===== src/rtl/pipelined_barrel_shifter.sv =====
// Multi-mode barrel shifter with one mux level per pipeline stage and valid/ready flow control.
// Stage i applies a shift of 2**i when amount bit i is set; the last stage register drives Out.
module pipelined_barrel_shifter #(
   parameter int DATAWIDTH = 32
) (
   input  logic                         Clock,
   input  logic                         Reset,
   input  logic [DATAWIDTH-1:0]         In,
   input  logic [$clog2(DATAWIDTH)-1:0] ShiftAmount,
   input  logic                         ShiftIn,
   input  logic [1:0]                   Mode,
   input  logic                         InValid,
   output logic                         InReady,
   output logic [DATAWIDTH-1:0]         Out,
   output logic                         OutValid,
   input  logic                         OutReady
);

   localparam int muxNum = $clog2(DATAWIDTH);

   localparam logic [1:0] ModeShl = 2'b00;
   localparam logic [1:0] ModeShr = 2'b01;
   localparam logic [1:0] ModeSra = 2'b10;

   // Per-stage registers; index muxNum-1 is the output stage.
   logic [muxNum-1:0][DATAWIDTH-1:0] data_q;
   logic [muxNum-1:0][muxNum-1:0]    amt_q;
   logic [muxNum-1:0][1:0]           mode_q;
   logic [muxNum-1:0]                fill_q;
   logic [muxNum-1:0]                valid_q;

   // Values presented to each stage's input and that stage's shifted result.
   logic [muxNum-1:0][DATAWIDTH-1:0] src_data;
   logic [muxNum-1:0][muxNum-1:0]    src_amt;
   logic [muxNum-1:0][1:0]           src_mode;
   logic [muxNum-1:0]                src_fill;
   logic [muxNum-1:0]                src_valid;
   logic [muxNum-1:0][DATAWIDTH-1:0] res;
   logic [muxNum-1:0]                ready;

   function automatic logic [DATAWIDTH-1:0] stage_shift(
      input logic [DATAWIDTH-1:0] d,
      input logic                 en,
      input logic [1:0]           mode,
      input logic                 fill,
      input int                   s
   );
      logic [DATAWIDTH-1:0] lo_mask;
      logic [DATAWIDTH-1:0] hi_mask;
      logic [DATAWIDTH-1:0] r;
      lo_mask = ~({DATAWIDTH{1'b1}} << s);
      hi_mask = ~({DATAWIDTH{1'b1}} >> s);
      case (mode)
         ModeShl: r = (d << s) | (lo_mask & {DATAWIDTH{fill}});
         ModeShr: r = (d >> s) | (hi_mask & {DATAWIDTH{fill}});
         ModeSra: r = (d >> s) | (hi_mask & {DATAWIDTH{d[DATAWIDTH-1]}});
         default: r = (d << s) | (d >> (DATAWIDTH - s));
      endcase
      return en ? r : d;
   endfunction

   always_comb begin
      src_data  = '0;
      src_amt   = '0;
      src_mode  = '0;
      src_fill  = '0;
      src_valid = '0;
      res       = '0;
      ready     = '0;

      // A stage can load when empty or when its occupant moves on this cycle,
      // so bubbles collapse and a full pipe still streams at one item per clock.
      ready[muxNum-1] = !valid_q[muxNum-1] || OutReady;
      for (int k = muxNum - 2; k >= 0; k--) begin
         ready[k] = !valid_q[k] || ready[k+1];
      end

      src_data[0]  = In;
      src_amt[0]   = ShiftAmount;
      src_mode[0]  = Mode;
      src_fill[0]  = ShiftIn;
      src_valid[0] = InValid;
      for (int k = 1; k < muxNum; k++) begin
         src_data[k]  = data_q[k-1];
         src_amt[k]   = amt_q[k-1];
         src_mode[k]  = mode_q[k-1];
         src_fill[k]  = fill_q[k-1];
         src_valid[k] = valid_q[k-1];
      end

      for (int k = 0; k < muxNum; k++) begin
         res[k] = stage_shift(src_data[k], src_amt[k][k], src_mode[k], src_fill[k], 1 << k);
      end
   end

   always_ff @(posedge Clock or posedge Reset) begin
      if (Reset) begin
         data_q  <= '0;
         amt_q   <= '0;
         mode_q  <= '0;
         fill_q  <= '0;
         valid_q <= '0;
      end else begin
         for (int k = 0; k < muxNum; k++) begin
            if (ready[k]) begin
               valid_q[k] <= src_valid[k];
               // Payload only moves with a valid item so Out stays put across bubbles.
               if (src_valid[k]) begin
                  data_q[k] <= res[k];
                  amt_q[k]  <= src_amt[k];
                  mode_q[k] <= src_mode[k];
                  fill_q[k] <= src_fill[k];
               end
            end
         end
      end
   end

   // Output-stage side-band and already-consumed amount bits have no reader.
   logic unused_sideband;
   assign unused_sideband = ^{amt_q, mode_q, fill_q};

   assign InReady  = ready[0];
   assign Out      = data_q[muxNum-1];
   assign OutValid = valid_q[muxNum-1];

endmodule


===== config.mk =====
export PLATFORM = sky130hd
export DESIGN_NAME = pipelined_barrel_shifter
export DESIGN_NICKNAME = d
export VERILOG_FILES = /design/src/rtl/pipelined_barrel_shifter.sv
export SDC_FILE = /design/constraint.sdc
export NUM_CORES = 1
export LEC_CHECK = 0
export BUFFER_PORTS_ARGS = -buffer_cell sky130_fd_sc_hd__buf_2
export CAP_MARGIN = 20
export CORE_MARGIN = 8
export CORE_UTILIZATION = 55
export CTS_BUF_LIST = sky130_fd_sc_hd__clkbuf_8
export DETAILED_ROUTE_END_ITERATION = 7
export GPL_TIMING_DRIVEN = 0
export PLACE_DENSITY = 0.71
export SLEW_MARGIN = 20
export SYNTH_ARGS = -nofsm -noshare
export SYNTH_HDL_FRONTEND = slang
export SYNTH_SLANG_ARGS = --single-unit

===== constraint.sdc =====
create_clock -name Clock -period 14.8 [get_ports Clock]
set_input_delay 0.74 -clock Clock [delete_from_list [all_inputs] [get_ports Clock]]
set_output_delay 0.74 -clock Clock [all_outputs]
set_load 0.01 [all_outputs]

==> run metrics <==
Die Width 155 µm; Int Power 0.00127 W; DRT Wirelength 28500 µm; failing checks design-rule violations; peak supply drop 0.0000713 V; Iteration-0 DRC Markers 568; post-synthesis simple-gate area fraction 11.5%; Pre-Repair DR Iteration Count 8; Final nets 1305; Clock Skew 0.0174 ns; clock sinks 187; Arr. time, crit path 1.59 ns; post-place instance area 11300 µm²; Fmax achieved 428 MHz; dominant synthesized flop cell dfrtp_1; post-detail-place hpwl 21900 µm; first-pass GRT wire length 45600 µm; outcome finished with violations; XOR/XNOR Fraction of Synth Area 0.909%; Ports 78; GRT overflow 0; P_leak 5.59 nW; Critical Path Fanout Max 5; Reg2Reg Depth 5; Flop pwr share 40.8%; Gates resized, CTS repair 0; Least-Margin Pin Slew 0.741 ns; row count 50; TritonCTS clock tree done; Post-Synth Adder-Cell Area 0.354%; # diodes 0; Netlist Area Pre-Place 10600 µm²; Max clock buf depth 2; gpl congestion 0.899; crit path launch OutReady; Antenna Nets Post-Route 0; largest net degree at the start of global routing 110; post-synthesis sequential area ratio 44.1%; GRT Overall Usage 23.9%; crit-path cells buf_2 -> nand4b_1 -> nor2_1 -> nand2_1 -> buf_2; Post-synth EDFFs 0; mux contribution to synthesized area 9.05%; Worst-path clk slew 0.10 ns; Worst-Skew Late Latency 0.48 ns; IO Port Bufs 76; fin util 62.2%; Yosys top cell area share 44.1%; drt drc 1; Switching Share 43.1%; Max Cap Violations 0; Net Sw Power 0.000965 W; worst setup path category input port to primary output; unrepaired setup endpoints after global routing no; register bit total from synthesis 187; hold buffer count at CTS 0; initial antenna violation count 0; Starting Density 56.3%; H-tree levels 4; Worst path most repeated cell buf_2; Hold Slack 0.301 ns; final instance area 11700 µm²; Max Slew Vio Count 0; Yosys cell types 49; multi-input logic area 5060 µm²; clock root buffer clkbuf_8; post-synthesis async set-or-reset flop share 100%; FF+latch area 4680 µm²; worst r2r src valid_q[3]; Worst setup SP type input port; synth cell count leaders 187 x dfrtp_1, 138 x o21ai_0, 137 x nand2_1, 113 x nor2_1, 70 x mux2i_1; final hold violations 0; clock power share 14.9%; Syn. warnings 0; post-synthesis compound-gate area fraction 25.9%; Gate Count Post-Synth 1162; DR WL/cell 18.6 µm; Hold Path Class input port to asynchronous set/reset pin; Final TNS setup 0 ns; TritonCTS Buffers 17; total power 0.00224 W; Mean Syn Cell Area 9.12 µm²; setup violators final 0; Die H 155 µm; area growth from synthesis to layout 10.5%; Synth area leaders dfrtp_1 44%, mux2i_1 6.6%, o21ai_0 6.5%; Mapped Nets 1209; share of layout cells above drive strength 1 17.3%; slew margin rel. 50.3%; via/cell ratio 5.85; vias in the first global route 8773; most frequent cell after synthesis dfrtp_1; Core Area 18800 µm²; Worst setup EP type primary output; # fillers 1677; worst endpoint required time 14.06 ns; Max stage delay on crit path 0.30 ns; Vias 8961; main combinational cell family by area after synthesis compound AO/OA/AOI/OAI gates; Power Density 191 nW/µm²; area leader, netlist dfrtp_1; CP max-delay cell nand4b_1; post-CTS setup buffer count 0; combinational fraction of design power 44.3%; final worst path period share 15.8%; min Tclk post-route 2.33 ns; Die ar. 24000 µm²
-- flip-flops by register name, indices dropped and copies added (netlist names) --
signal   cells
amt_q       10
Out         32
valid_q      5
fill_q       4
mode_q       8
data_q     128
-- cells by family after synthesis --
logic type,after synthesis
AO/OA/AOI/OAI,401
adder cells (fa/ha/maj),3
XOR/XNOR,5
AND/OR/NAND/NOR,297
buffers and inverters,176
multiplexers,93
flip-flops,187
-- through the flow --
step	worst slack, ns	std cells
6_report	12.47	1531
3_5_place_dp	12.23	1499
5_1_grt	12.42	1531
4_1_cts	12.45	1531
2_1_floorplan	8.97	1162
3_3_place_gp	7.16	1498
-- per-layer routing --
| metal | wire length [µm] | vias to the layer above | GRT usage, % |
|---|---|---|---|
| li1 | - | 4292 | - |
| met1 | 11700 | 4289 | 27.8 |
| met2 | 14200 | 291 | 41.6 |
| met3 | 994 | 89 | 3.06 |
| met4 | 1570 | 0 | 14.5 |
| met5 | 0 | - | 0 |
-- critical path: cells and delay by family --
| family | cells | cell delay (ns) |
|---|---|---|
| buffers and inverters | 2 | 0.24 |
| AND/OR/NAND/NOR | 3 | 0.60 |
-- power by group through the flow --
stage                     sequential [W]  clock, W  combinational (W)
after global routing            0.000931  0.000354            0.00109
after CTS                       0.000908  0.000337           0.000989
after global placement          0.000913         0           0.000963
after detailed placement        0.000919         0           0.000985
final                           0.000913  0.000334           0.000990
after floorplan                 0.000822         0           0.000756
-- final timing paths --
check                             endpoint  slack (ns)
min in group Clock                amt_q[4]        0.47
worst max-delay path               InReady       12.47
max in group asynchronous          Out[31]       13.55
worst min register to register     Out[11]        0.49
worst min-delay path             mode_q[0]        0.30
worst max register to register  data_q[49]       12.67
-- placed cells by master (no fill, tap or decap), drive strengths merged, types with 3 or more instances in the layout --
master,n
a211o,3
a211oi,53
a21o,69
a21oi,20
a221o,8
a22o,6
a311oi,16
a31oi,32
buf,145
clkbuf,84
clkinvlp,4
dfrtp,187
ha,3
inv,49
mux2,23
mux2i,70
nand2,137
nand2b,11
nand3,20
nand3b,5
nor2,113
o211ai,9
o21ai,140
o221ai,3
o2bb2ai,8
o31ai,30
xnor2,4
-- area by class of cell --
| type | instances | area share, % |
|---|---|---|
| plain buffers | 135 | 6.04 |
| clock buffers | 17 | 2.00 |
| clock inverters | 15 | 1.22 |
| inverters | 41 | 1.38 |
| multi-input cells | 799 | 43.2 |
| flip-flops and latches | 187 | 39.9 |
| well taps | 260 | 2.78 |
| repair buffers | 77 | 3.48 |
(Power assumes the default switching activity.)
